==> config.mk <==
export PLATFORM = sky130hd
export DESIGN_NAME = axi_lite_init_sequencer_flat
export DESIGN_NICKNAME = d
export VERILOG_FILES = /design/src/rtl/axi_lite_init_sequencer_if.sv /design/src/rtl/axi_lite_init_sequencer.sv /design/src/flat_wrapper.sv
export SDC_FILE = /design/constraint.sdc
export NUM_CORES = 1
export LEC_CHECK = 0
export CORE_MARGIN = 10
export CORE_UTILIZATION = 42
export DETAILED_ROUTE_END_ITERATION = 10
export PLACE_DENSITY = 0.84
export SLEW_MARGIN = 10
export SYNTH_ARGS = -nofsm -noshare
export SYNTH_HDL_FRONTEND = slang
export SYNTH_SLANG_ARGS = --single-unit
==> constraint.sdc <==
create_clock -name aclk -period 2.75 [get_ports aclk]
set_input_delay 0.55 -clock aclk [delete_from_list [all_inputs] [get_ports aclk]]
set_output_delay 0.55 -clock aclk [all_outputs]
set_load 0.03 [all_outputs]
==> src/rtl/axi_lite_init_sequencer_if.sv <==
// AXI4-Lite write-only channel bundle (AW, W, B) between the init sequencer and a register slave.
interface axi_lite_init_sequencer_if #(
  parameter int ADDRESS_SIZE = 32,
  parameter int DATA_SIZE    = 32
);
  logic [ADDRESS_SIZE-1:0]  awaddr;
  logic                     awvalid;
  logic                     awready;
  logic [DATA_SIZE-1:0]     wdata;
  logic [DATA_SIZE/8-1:0]   wstrb;
  logic                     wvalid;
  logic                     wready;
  logic [1:0]               bresp;
  logic                     bvalid;
  logic                     bready;

  modport master (
    output awaddr, awvalid, wdata, wstrb, wvalid, bready,
    input  awready, wready, bresp, bvalid
  );

  modport slave (
    input  awaddr, awvalid, wdata, wstrb, wvalid, bready,
    output awready, wready, bresp, bvalid
  );
endinterface

==> src/rtl/axi_lite_init_sequencer.sv <==
// AXI4-Lite write master that replays an external (address, data) table into a register slave
// after a start pulse, one write at a time, aborting on the first SLVERR/DECERR response.
module axi_lite_init_sequencer #(
  parameter int ADDRESS_SIZE = 32,
  parameter int DATA_SIZE    = 32,
  parameter int INDEX_SIZE   = 4
) (
  input  logic                    aclk,
  input  logic                    aresetn,
  input  logic                    start,
  input  logic [INDEX_SIZE:0]     count,
  output logic [INDEX_SIZE-1:0]   tbl_index,
  input  logic [ADDRESS_SIZE-1:0] tbl_addr,
  input  logic [DATA_SIZE-1:0]    tbl_data,
  output logic                    busy,
  output logic                    done,
  output logic                    error,
  output logic [INDEX_SIZE-1:0]   error_index,
  axi_lite_init_sequencer_if.master m_axi
);

  localparam int STRB_SIZE = DATA_SIZE / 8;
  localparam logic [INDEX_SIZE:0] ZERO_COUNT = {(INDEX_SIZE+1){1'b0}};
  localparam logic [INDEX_SIZE:0] ONE_COUNT  = {{INDEX_SIZE{1'b0}}, 1'b1};
  localparam logic [INDEX_SIZE:0] MAX_COUNT  = {1'b1, {INDEX_SIZE{1'b0}}};

  typedef enum logic [1:0] {
    ST_IDLE  = 2'd0,
    ST_FETCH = 2'd1,
    ST_ISSUE = 2'd2,
    ST_RESP  = 2'd3
  } state_t;

  state_t                    state_r;
  logic [INDEX_SIZE:0]       count_r;
  logic [INDEX_SIZE-1:0]     tbl_index_r;
  logic                      busy_r;
  logic                      done_r;
  logic                      error_r;
  logic [INDEX_SIZE-1:0]     error_index_r;
  logic [ADDRESS_SIZE-1:0]   awaddr_r;
  logic [DATA_SIZE-1:0]      wdata_r;
  logic                      awvalid_r;
  logic                      wvalid_r;
  logic                      bready_r;

  logic [INDEX_SIZE:0]       sat_count_s;
  logic                      aw_complete_s;
  logic                      w_complete_s;
  logic                      b_handshake_s;
  logic                      b_success_s;
  logic                      last_entry_s;

  // Saturate the requested count and decode per-cycle handshake completion.
  always_comb begin
    sat_count_s   = count;
    aw_complete_s = 1'b0;
    w_complete_s  = 1'b0;
    if (count > MAX_COUNT) begin
      sat_count_s = MAX_COUNT;
    end else begin
      sat_count_s = count;
    end
    // A channel is finished once its valid has dropped or is being accepted this cycle.
    if (!awvalid_r || m_axi.awready) begin
      aw_complete_s = 1'b1;
    end else begin
      aw_complete_s = 1'b0;
    end
    if (!wvalid_r || m_axi.wready) begin
      w_complete_s = 1'b1;
    end else begin
      w_complete_s = 1'b0;
    end
  end

  assign b_handshake_s = m_axi.bvalid & bready_r;
  assign b_success_s   = (m_axi.bresp == 2'b00) || (m_axi.bresp == 2'b01);
  assign last_entry_s  = (({1'b0, tbl_index_r} + ONE_COUNT) == count_r);

  // Sequencer FSM with all outputs held in registers.
  always_ff @(posedge aclk or negedge aresetn) begin
    if (!aresetn) begin
      state_r       <= ST_IDLE;
      count_r       <= ZERO_COUNT;
      tbl_index_r   <= {INDEX_SIZE{1'b0}};
      busy_r        <= 1'b0;
      done_r        <= 1'b0;
      error_r       <= 1'b0;
      error_index_r <= {INDEX_SIZE{1'b0}};
      awaddr_r      <= {ADDRESS_SIZE{1'b0}};
      wdata_r       <= {DATA_SIZE{1'b0}};
      awvalid_r     <= 1'b0;
      wvalid_r      <= 1'b0;
      bready_r      <= 1'b0;
    end else begin
      done_r <= 1'b0;
      case (state_r)
        ST_IDLE: begin
          if (start) begin
            error_r <= 1'b0;
            if (count != ZERO_COUNT) begin
              count_r     <= sat_count_s;
              tbl_index_r <= {INDEX_SIZE{1'b0}};
              busy_r      <= 1'b1;
              state_r     <= ST_FETCH;
            end else begin
              done_r <= 1'b1;
            end
          end
        end
        ST_FETCH: begin
          awaddr_r  <= tbl_addr;
          wdata_r   <= tbl_data;
          awvalid_r <= 1'b1;
          wvalid_r  <= 1'b1;
          state_r   <= ST_ISSUE;
        end
        ST_ISSUE: begin
          if (awvalid_r && m_axi.awready) begin
            awvalid_r <= 1'b0;
          end
          if (wvalid_r && m_axi.wready) begin
            wvalid_r <= 1'b0;
          end
          if (aw_complete_s && w_complete_s) begin
            bready_r <= 1'b1;
            state_r  <= ST_RESP;
          end
        end
        ST_RESP: begin
          if (b_handshake_s) begin
            bready_r <= 1'b0;
            if (!b_success_s) begin
              error_r       <= 1'b1;
              error_index_r <= tbl_index_r;
              done_r        <= 1'b1;
              busy_r        <= 1'b0;
              state_r       <= ST_IDLE;
            end else if (last_entry_s) begin
              done_r  <= 1'b1;
              busy_r  <= 1'b0;
              state_r <= ST_IDLE;
            end else begin
              tbl_index_r <= tbl_index_r + {{(INDEX_SIZE-1){1'b0}}, 1'b1};
              state_r     <= ST_FETCH;
            end
          end
        end
        default: begin
          awvalid_r <= 1'b0;
          wvalid_r  <= 1'b0;
          bready_r  <= 1'b0;
          busy_r    <= 1'b0;
          state_r   <= ST_IDLE;
        end
      endcase
    end
  end

  assign tbl_index     = tbl_index_r;
  assign busy          = busy_r;
  assign done          = done_r;
  assign error         = error_r;
  assign error_index   = error_index_r;
  assign m_axi.awaddr  = awaddr_r;
  assign m_axi.awvalid = awvalid_r;
  assign m_axi.wdata   = wdata_r;
  assign m_axi.wstrb   = {STRB_SIZE{1'b1}};
  assign m_axi.wvalid  = wvalid_r;
  assign m_axi.bready  = bready_r;

endmodule

==> src/flat_wrapper.sv <==
// flat-port wrapper written by rule: the top's interface ports become plain ports
module axi_lite_init_sequencer_flat 
#(
  parameter int ADDRESS_SIZE = 32,
  parameter int DATA_SIZE    = 32,
  parameter int INDEX_SIZE   = 4
)
  (aclk, aresetn, start, count, tbl_index, tbl_addr, tbl_data, busy, done, error, error_index, m_axi_awaddr, m_axi_awvalid, m_axi_wdata, m_axi_wstrb, m_axi_wvalid, m_axi_bready, m_axi_awready, m_axi_wready, m_axi_bresp, m_axi_bvalid);
  axi_lite_init_sequencer_if #(.ADDRESS_SIZE(ADDRESS_SIZE), .DATA_SIZE(DATA_SIZE)) m_axi_i ();
  input  logic aclk;
  input  logic aresetn;
  input  logic start;
  input  logic [INDEX_SIZE:0] count;
  output logic [INDEX_SIZE-1:0] tbl_index;
  input  logic [ADDRESS_SIZE-1:0] tbl_addr;
  input  logic [DATA_SIZE-1:0] tbl_data;
  output logic busy;
  output logic done;
  output logic error;
  output logic [INDEX_SIZE-1:0] error_index;
  output wire logic [$bits(m_axi_i.awaddr)-1:0] m_axi_awaddr;
  output wire logic [$bits(m_axi_i.awvalid)-1:0] m_axi_awvalid;
  output wire logic [$bits(m_axi_i.wdata)-1:0] m_axi_wdata;
  output wire logic [$bits(m_axi_i.wstrb)-1:0] m_axi_wstrb;
  output wire logic [$bits(m_axi_i.wvalid)-1:0] m_axi_wvalid;
  output wire logic [$bits(m_axi_i.bready)-1:0] m_axi_bready;
  input wire logic [$bits(m_axi_i.awready)-1:0] m_axi_awready;
  input wire logic [$bits(m_axi_i.wready)-1:0] m_axi_wready;
  input wire logic [$bits(m_axi_i.bresp)-1:0] m_axi_bresp;
  input wire logic [$bits(m_axi_i.bvalid)-1:0] m_axi_bvalid;
  assign m_axi_awaddr = m_axi_i.awaddr;
  assign m_axi_awvalid = m_axi_i.awvalid;
  assign m_axi_wdata = m_axi_i.wdata;
  assign m_axi_wstrb = m_axi_i.wstrb;
  assign m_axi_wvalid = m_axi_i.wvalid;
  assign m_axi_bready = m_axi_i.bready;
  assign m_axi_i.awready = m_axi_awready;
  assign m_axi_i.wready = m_axi_wready;
  assign m_axi_i.bresp = m_axi_bresp;
  assign m_axi_i.bvalid = m_axi_bvalid;
  axi_lite_init_sequencer #(.ADDRESS_SIZE(ADDRESS_SIZE), .DATA_SIZE(DATA_SIZE), .INDEX_SIZE(INDEX_SIZE)) u_core (.aclk(aclk), .aresetn(aresetn), .start(start), .count(count), .tbl_index(tbl_index), .tbl_addr(tbl_addr), .tbl_data(tbl_data), .busy(busy), .done(done), .error(error), .error_index(error_index), .m_axi(m_axi_i));
endmodule
# [Yosys cells after proc, flatten, opt, wreduce, memory -nomap -nowiden]
# Index checks and enable logic that the tools add are counted.
# W data, S select, Z words.
[word_totals] wordCells=94 ram_bits=0 latchBits=0 romBits=0 inputBits=77 n_memories=0 output_inout_bits=82 ff_bits=85
[classes] shift=0 n_div=0 n_addsub=2 n_lt_le_gt_ge=1 bitwise_logic=2 n_eq_ne=15 mux=39 n_reduce_logical=23 n_mul=0
[op_table] op="$mux W1" count=20
[op_table] op="$mux W4" count=5
[op_table] op="$ne A2 B1 Y1 const B" count=6
[op_table] op="$pmux W1 S2" count=6
[op_table] op="$mux W2" count=5
[op_table] op="$reduce_and A3 Y1" count=3
[op_table] op="$pmux W2 S4" count=1
[op_table] op="$pmux W4 S2" count=1
[op_table] op="$reduce_and A4 Y1" count=2
[op_table] op="$ne A2 B2 Y1 const B" count=3
[op_table] op="$reduce_and A6 Y1" count=1
[op_table] op="$reduce_bool A2 Y1" count=3
[op_table] op="$add A4 B1 Y5 const B" count=1
[op_table] op="$eq A5 B5 Y1" count=1
[op_table] op="$gt A5 B5 Y1 const B" count=1
[op_table] op="$mux W5" count=1
[op_table] op="$reduce_and A5 Y1" count=1
[op_table] op="$reduce_bool A5 Y1" count=1
[op_table] op="$add A4 B1 Y4 const B" count=1
[op_table] op="$eq A2 B1 Y1 const B" count=2
[op_table] op="$eq A2 B2 Y1 const B" count=2
[op_table] op="$logic_not A2 Y1" count=2
[op_table] op="$reduce_and A2 Y1" count=2
[op_table] op="$logic_and A1 B1 Y1" count=3
[op_table] op="5 further kinds" count=8

# [Logic depth before layout (Yosys ltp)]
# Gate-level depths: netlist of run 1.
[logic_depth] ltp_word=6 depth_mapped=8 ltp_nobuf=7

# [Worst setup path before layout of run 1]
# OpenSTA, ideal clock, no wires.
[synth_timing] path_type="register to register" startpoint="register u_core.tbl_index_r[0] (netlist: u_core.tbl_index[0])" endpoint="register u_core.tbl_index_r[0] (netlist: u_core.tbl_index[0])" t_required_ps=2663 period_less_slack_ps=2121 path_slack_ps=629 path_stages_with_launch=8 n_path_buf=0 setup_ps=87 arrival_time_ps=2035 cell_sequence="dfrtp_1 -> ha_1 -> xnor2_1 -> o22ai_1 -> a211oi_1 -> a21oi_2 -> or4b_1 -> o211ai_1"
[synth_via] elab_chain_len=5 word_cells_on_any_way=9 classes_between="2 x add/sub; 2 x eq/ne; 4 x mux; 1 x reduce/logical"
[synth_rtl] element="from (decl)" line="axi_lite_init_sequencer.sv:36" rtl="logic [INDEX_SIZE-1:0] tbl_index_r;"
[synth_rtl] element="from (signal assigned)" line="axi_lite_init_sequencer.sv:86" rtl="tbl_index_r <= {INDEX_SIZE{1'b0}};"
[synth_rtl] element="from (signal assigned)" line="axi_lite_init_sequencer.sv:104" rtl="tbl_index_r <= {INDEX_SIZE{1'b0}};"
[synth_rtl] element="from (signal assigned)" line="axi_lite_init_sequencer.sv:145" rtl="tbl_index_r <= tbl_index_r + {{(INDEX_SIZE-1){1'b0}}, 1'b1};"
[synth_rtl] element="branches (longest 5 deep; another with $add A4 B1 Y5)"
# Several ways; the timed one is not identified. The select of a mux whose other input is x is not followed.
# A chain may end at the register's enable or synchronous reset.

# [Worst setup path in the final report of run 1]
# Ends and elaborated chain as after synthesis.

==> metrics.txt, run 1 <==
# port buffers about 150; Via Count 2604; post-route clock period utilization 0.824; Max Clock Freq 0.441 GHz; remaining antenna violation count after routing 0; hpwl dp roughly 7400 µm; sw power 0.00296 W; setup ws final roughly 480 ps; Starting Density 0.430; Tmin final 2270 ps; Sinks on Clock Net 85; Sw Ratio 0.421; die height 112 µm; Tot Pwr between 0.007 and 0.008 W; post-CTS sizing 0; P per Cell Area around 1300 nW/µm²; FF+latch count, synth 85; largest net degree at the start of global routing 67; initial antenna violation count 0; First-pass DRT Iterations 4; post-layout util 0.649; CP Class register to register; Clock Tree Buf Depth 2; status finished, final reports clean; Clk pwr share 0.107; RSZ-0062 raised after global routing no; DR iter-0 viols just under 60; fillers 644; data arrival time of the worst path 2510 ps; Comb pwr share 0.573; Worst Reg2Reg Path Length in Cells 7; die area 12500 µm²; Hold Violations, Final 0; row cnt 33; Synth warnings 0; Die Wd 112 µm; register area share after synthesis 0.602; pre-CTS setup slack 376 ps; top cell type's share of synthesized area 0.602; share of layout cells above drive strength 1 0.206; Final setup viols 0; Syn-to-layout area delta 50.9%; I/O Pins 159; CP Capture Type register; Critical Path Max Stage Delay ~480 ps; cell breakdown of the critical path ha_1 > xnor2_1 > o22ai_1 > a211oi_1 > a21oi_2 > or4b_1 > o211ai_1; synth top area cells dfrtp_1 (60%), mux2_2 (22%), nand2_1 (1.9%), ha_1 (1.8%), o21ai_0 (1.6%); Final #Nets 499; ant diodes 0; RR Endpoint u_core.tbl_index[0]; reg-to-reg startpoint u_core.tbl_index[0]; post-route setup TNS 0 ps; CTS tree yes; synth unique cells 33; final wirelength 9530 µm; H-tree levels 3; startpoint types register; Worst Path Max Fanout 10; Synth Instances between 200 and 300; Overflow after GRT 0; core box area 8220 µm²; Pint 0.00407 W; critical path required time 2990 ps; Num CTS Buffers 9; first-pass GRT wire length between 15000 and 20000 µm; MaxCap Viol Count 0; Root Driver clkbuf_8; final max-slew violation count 0; reg-to-reg slack, setup 480 ps; Hold Path Class input pin to async pin; Synth Cell Area 3530 µm²; global placer's final weighted congestion 0.801; Worst path slowest cell dfrtp_1; Max transition margin 0.571; Reg clk slew, reported paths about 80 ps; setup bufs post-CTS 0; drt drc 0; drt wl/cell 18.1 µm; total track usage 0.152; Max VDD drop 0.000736 V; via-per-instance ratio around 5; post-synth top area cell dfrtp_1; Sequential Power Share 0.321; Clock Skew 12.8 ps; vias in the first global route 2925; Mapped Avg Cell Area 13.4 µm²; Pleak 2.22 nW; Worst-Skew Late Latency 340 ps; CTS Hold Bufs 0; Slew @ Worst Pin 643 ps
-- cells by family after synthesis --
group                      synth area share
AOI/OAI and AO/OA                    0.0673
xor gates and xnor gates            0.00992
adders and majority gates            0.0177
buffers and inverters                0.0308
DFF                                   0.602
muxes                                 0.220
other                               0.00106
and+or+nand+nor                      0.0517
-- area by class of cell --
cell class / count / area, µm² / area share
clock inverters: 4 / 25.0 / 0.00469
flip-flops and latches: 85 / 2130 / 0.399
well taps: 105 / 131 / 0.0246
multi-input cells: 157 / 1310 / 0.246
clock buffers: 12 / 135 / 0.0253
repair buffers: 155 / 1570 / 0.294
inverters: 9 / 33.8 / 0.00634
-- how the worst max path moves through the flow --
| stage | endpoint | start | cells past startpoint |
|---|---|---|---|
| 2_1_floorplan | u_core.tbl_index[0] | u_core.tbl_index[0] | 7 |
| 3_3_place_gp | u_core.tbl_index[0] | count[4] | 6 |
| 3_5_place_dp | u_core.tbl_index[0] | count[4] | 6 |
| 4_1_cts | u_core.tbl_index[0] | u_core.tbl_index[0] | 7 |
| 5_1_grt | u_core.tbl_index[0] | u_core.tbl_index[0] | 7 |
| 6_report | u_core.tbl_index[0] | u_core.tbl_index[0] | 7 |
-- synth_stat cells --
library cell  number
o2bb2ai_1          1
a32oi_1            1
o211ai_1           2
nor3_1             3
a21oi_2            1
a211oi_1           1
or4b_1             1
nand2_1           18
o32a_2             1
clkbuf_1          10
o22ai_1            1
dfrtp_1           85
a21oi_1            4
xnor2_1            2
a22o_1             2
mux2i_1            1
nand3_1            4
ha_1               5
conb_1             1
nor2b_1            2
inv_1              9
nand4b_1           1
buf_4              5
o31ai_1            6
nand2b_1           2
o21ai_0           11
a21o_1             2
nand4_1            1
xor2_1             2
a32o_1             1
o22a_1             1
nor2_1             8
mux2_2            68
-- critical path: cells and delay by family (launching register included) --
family                     cells  cell delay (ps)
adders and majority gates      1              310
DFF                            1              480
AOI/OAI and AO/OA              4              750
and+or+nand+nor                1              470
xor gates and xnor gates       1              150
-- state kept, by name, summed over array words and instances (netlist names) --
| signal | cells |
|---|---|
| u_core.m_axi.wvalid | 1 |
| u_core.error | 1 |
| u_core.busy | 1 |
| u_core.m_axi.bready | 1 |
| u_core.m_axi.wdata | 32 |
| u_core.m_axi.awaddr | 32 |
| u_core.m_axi.awvalid | 1 |
| u_core.count_r | 5 |
| u_core.tbl_index | 4 |
| u_core.error_index | 4 |
| u_core.state_r | 2 |
| u_core.done | 1 |
-- power by group through the flow --
stage,clock network [W],logic (W),registers (W)
floorplan,0,0.00135,0.00335
global placement,0,0.00398,0.00223
detailed placement,0,0.00407,0.00228
CTS,0.000781,0.00408,0.00226
global route,0.000835,0.00428,0.00234
finish,0.000749,0.00402,0.00225
-- layer usage --
metal	GRT usage	up-vias	wire length [µm]
met1	0.155	1273	3510
li1	-	1223	-
met5	0	-	0
met3	0.0730	11	940
met2	0.268	97	4950
met4	0.0506	0	129
-- cell usage in the layout, fill, tap and decap left out, drive strengths merged, types with 2 or more instances in the layout --
cell             n
ha               5
nand2b           2
a21oi            5
xnor2            2
a22o             2
nor2b            2
dfrtp           85
mux2            68
a21o             2
clkbuf          12
nand3            4
nand2           18
o21ai           11
nor3             3
conb             4
buf              3
o211ai           2
clkinv           2
xor2             2
inv              9
nor2             8
o31ai            6
clkdlybuf4s50  152
clkinvlp         2
-- through the flow --
stage | instances | instance area [µm²] | hold WS (ps)
floorplan | 266 | 3540 | 254
global placement | 511 | 5170 | 487
detailed placement | 511 | 5170 | 495
CTS | 527 | 5330 | 236
global route | 527 | 5330 | 250
finish | 527 | 5330 | 229
Note: power is estimated with default switching activity, not from simulation.
==> inputs of run 2 (changes only) <==
--- a/config.mk
+++ b/config.mk
@@ -6,9 +6,9 @@
 export NUM_CORES = 1
 export LEC_CHECK = 0
 export CORE_MARGIN = 10
-export CORE_UTILIZATION = 42
+export CORE_UTILIZATION = 38
 export DETAILED_ROUTE_END_ITERATION = 10
-export PLACE_DENSITY = 0.84
+export PLACE_DENSITY = 0.8
 export SLEW_MARGIN = 10
 export SYNTH_ARGS = -nofsm -noshare
 export SYNTH_HDL_FRONTEND = slang
==> constraint.sdc (replaced) <==
create_clock -name aclk -period 2.02 [get_ports aclk]
set_input_delay 0.404 -clock aclk [delete_from_list [all_inputs] [get_ports aclk]]
set_output_delay 0.404 -clock aclk [all_outputs]
set_load 0.03 [all_outputs]
==> run 2 against run 1 <==
Against the previous run: critical path depth decreased by 5; critical path type is now register to output pin; hold slack better by 230 ps; critical endpoint is now tbl_index[0]; final area increased by 3.4%; sequential cell count is the same; sequential power up 34%; final cell count grew 3.8%; largest power group unchanged; clock power rose by 56%; count of clock-buffer cells in the layout is 1 lower; non-clock buffer count grew 15; wire length is 1.7% lower; core utilization is 4.6 points lower; highest routed layer unchanged.
==> metrics.txt, run 2 (synthesis results as in run 1) <==
row cnt 35 (+6.1%); highest metal used met4; CTS tree yes; global placer's final weighted congestion 0.787 (-1.7%); startpoint types register; vias in the first global route 2974 (+1.7%); share of layout cells above drive strength 1 0.243 (+0.0370); Final #Nets 514 (+3.0%); post-route clock period utilization 0.968; First-pass DRT Iterations 4 (unchanged); Reg clk slew, reported paths 90 ps (about the same); data arrival time of the worst path 1550 ps (-960 ps); ant diodes 0 (unchanged); status finished, final reports clean; pre-CTS setup slack -33.2 ps (-409 ps); P per Cell Area 1800 nW/µm² (+36%); met2 wire length 4800 µm (-3.1%); critical path required time 1620 ps (-1370 ps); Hold Path Class input pin to async pin; Clock Tree Buf Depth 2 (unchanged); Pleak 2.34 nW (+5.4%); hpwl dp 7420 µm (-0.14%); Hold Violations, Final 0 (unchanged); Tmin final 1950 ps; fin cells 547 (+3.8%); RSZ-0062 raised after global routing yes; via-per-instance ratio 4.92 (-0.47%); remaining antenna violation count after routing 0 (unchanged); Worst-Skew Late Latency 330 ps (about the same); first-pass GRT wire length 14800 µm (-5.0%); placed insts 530 (+3.7%); Worst Path Max Fanout 7 (-3); Via Count 2690 (+3.3%); Worst Reg2Reg Path Length in Cells 8 (+1); Syn-to-layout area delta 56.1%; total track usage 0.138 (-0.0146); CP Class register to output pin; RR Endpoint u_core.tbl_index[3]; Num CTS Buffers 9 (unchanged); met3 wire len 920 µm (-2.1%); core box area 9150 µm² (+11%); I/O Pins 159 (unchanged); Clock Skew 8.44 ps (-4.33 ps); WL met1 3560 µm (+1.5%); die height 116 µm (+4.2%); largest net degree at the start of global routing 48 (-28%); Root Driver clkbuf_8; Worst Hold Margin 457 ps (+228 ps); Placed Area 5300 µm² (+2.4%); die area 13600 µm² (+8.6%); Max VDD drop 0.000821 V (+12%); Overflow after GRT 0 (unchanged); final wirelength 9370 µm (-1.7%); initial antenna violation count 0 (unchanged); setup ws final 65.5 ps (-419 ps); Tot Pwr 0.00990 W (+41%); reg-to-reg startpoint u_core.tbl_index[0]; Max Clock Freq 0.512 GHz; drt wl/cell 17.1 µm (-5.3%); Final setup viols 0 (unchanged); CP Capture Type output pin; MaxCap Viol Count 0 (unchanged); Design Area, Final 5520 µm² (+3.4%); Starting Density 0.386 (-0.0440); H-tree levels 3 (unchanged); Sinks on Clock Net 85 (unchanged); drt drc 0 (unchanged); Die Wd 116 µm (+4.2%); commonest non-fill, non-tap cell in the layout clkdlybuf4s50_1; DR iter-0 viols 61 (+5.2%); # port buffers 153 (unchanged); reg-to-reg slack, setup 120 ps (-360 ps); most frequent cells in the layout clkdlybuf4s50_1 (150), dfrtp_1 (83), mux2_2 (68), nand2_1 (18), buf_4 (14); final max-slew violation count 0 (unchanged)
==> run 2: worst max path at each step <==
| stage | slack (ps) | startpoint | end |
|---|---|---|---|
| 5_1_grt | -9 | u_core.tbl_index[0] | u_core.tbl_index[3] |
| 4_1_cts | 30 | u_core.tbl_index[0] | tbl_index[0] |
| 6_report | 70 | u_core.tbl_index[0] | tbl_index[0] |
| 3_5_place_dp | -30 | count[0] | u_core.tbl_index[0] |
| 3_3_place_gp | -8 | count[0] | u_core.tbl_index[0] |
| 2_1_floorplan | 30 | u_core.tbl_index[0] | u_core.tbl_index[0] |
==> run 2: power by group <==
| part | internal [W] | total (W) | switching, W |
|---|---|---|---|
| Sequential | 0.00255 | 0.00302 | 0.000471 |
| Combinational | 0.00271 | 0.00571 | 0.00300 |
| Clock | 0.000598 | 0.00117 | 0.000576 |
| Total | 0.00586 | 0.00990 | 0.00405 |
==> run 2: worst max-delay path: stages (launching register included) <==
cell	delay, ps
dfrtp_2	370
buf_4	160
clkdlybuf4s50_1	680
==> run 2: layout make-up <==
type,instances,area (µm²)
Tap cell,111,139
Fill cell,744,3640
Timing Repair Buffer,170,1700
Multi-Input combinational cell,157,1330
Inverter,9,33.8
Clock buffer,11,141
Clock inverter,4,48.8
Sequential cell,85,2130
==> run 2: repair_timing <==
item                       4_1_cts  5_1_grt
hold endpoints to repair        13        0
setup endpoints to repair        1        3
gates resized for setup          1        3
pin swaps                        0        3
gates cloned                     0        0
setup buffers                    0        1
hold buffers                     1        0
==> run 2: through the flow <==
| step | setup TNS, ps | utilization |
|---|---|---|
| 4_1_cts | 0 | 0.600 |
| 5_1_grt | -9.33 | 0.603 |
| 3_3_place_gp | -7.90 | 0.579 |
| 6_report | 0 | 0.603 |
| 3_5_place_dp | -33.2 | 0.579 |
| 2_1_floorplan | 0 | - |
==> run 2: layer usage <==
layer,up-vias,track usage
met4,0,0.0375
met2,95,0.239
met1,1330,0.150
met5,-,0
met3,9,0.0596
li1,1256,-
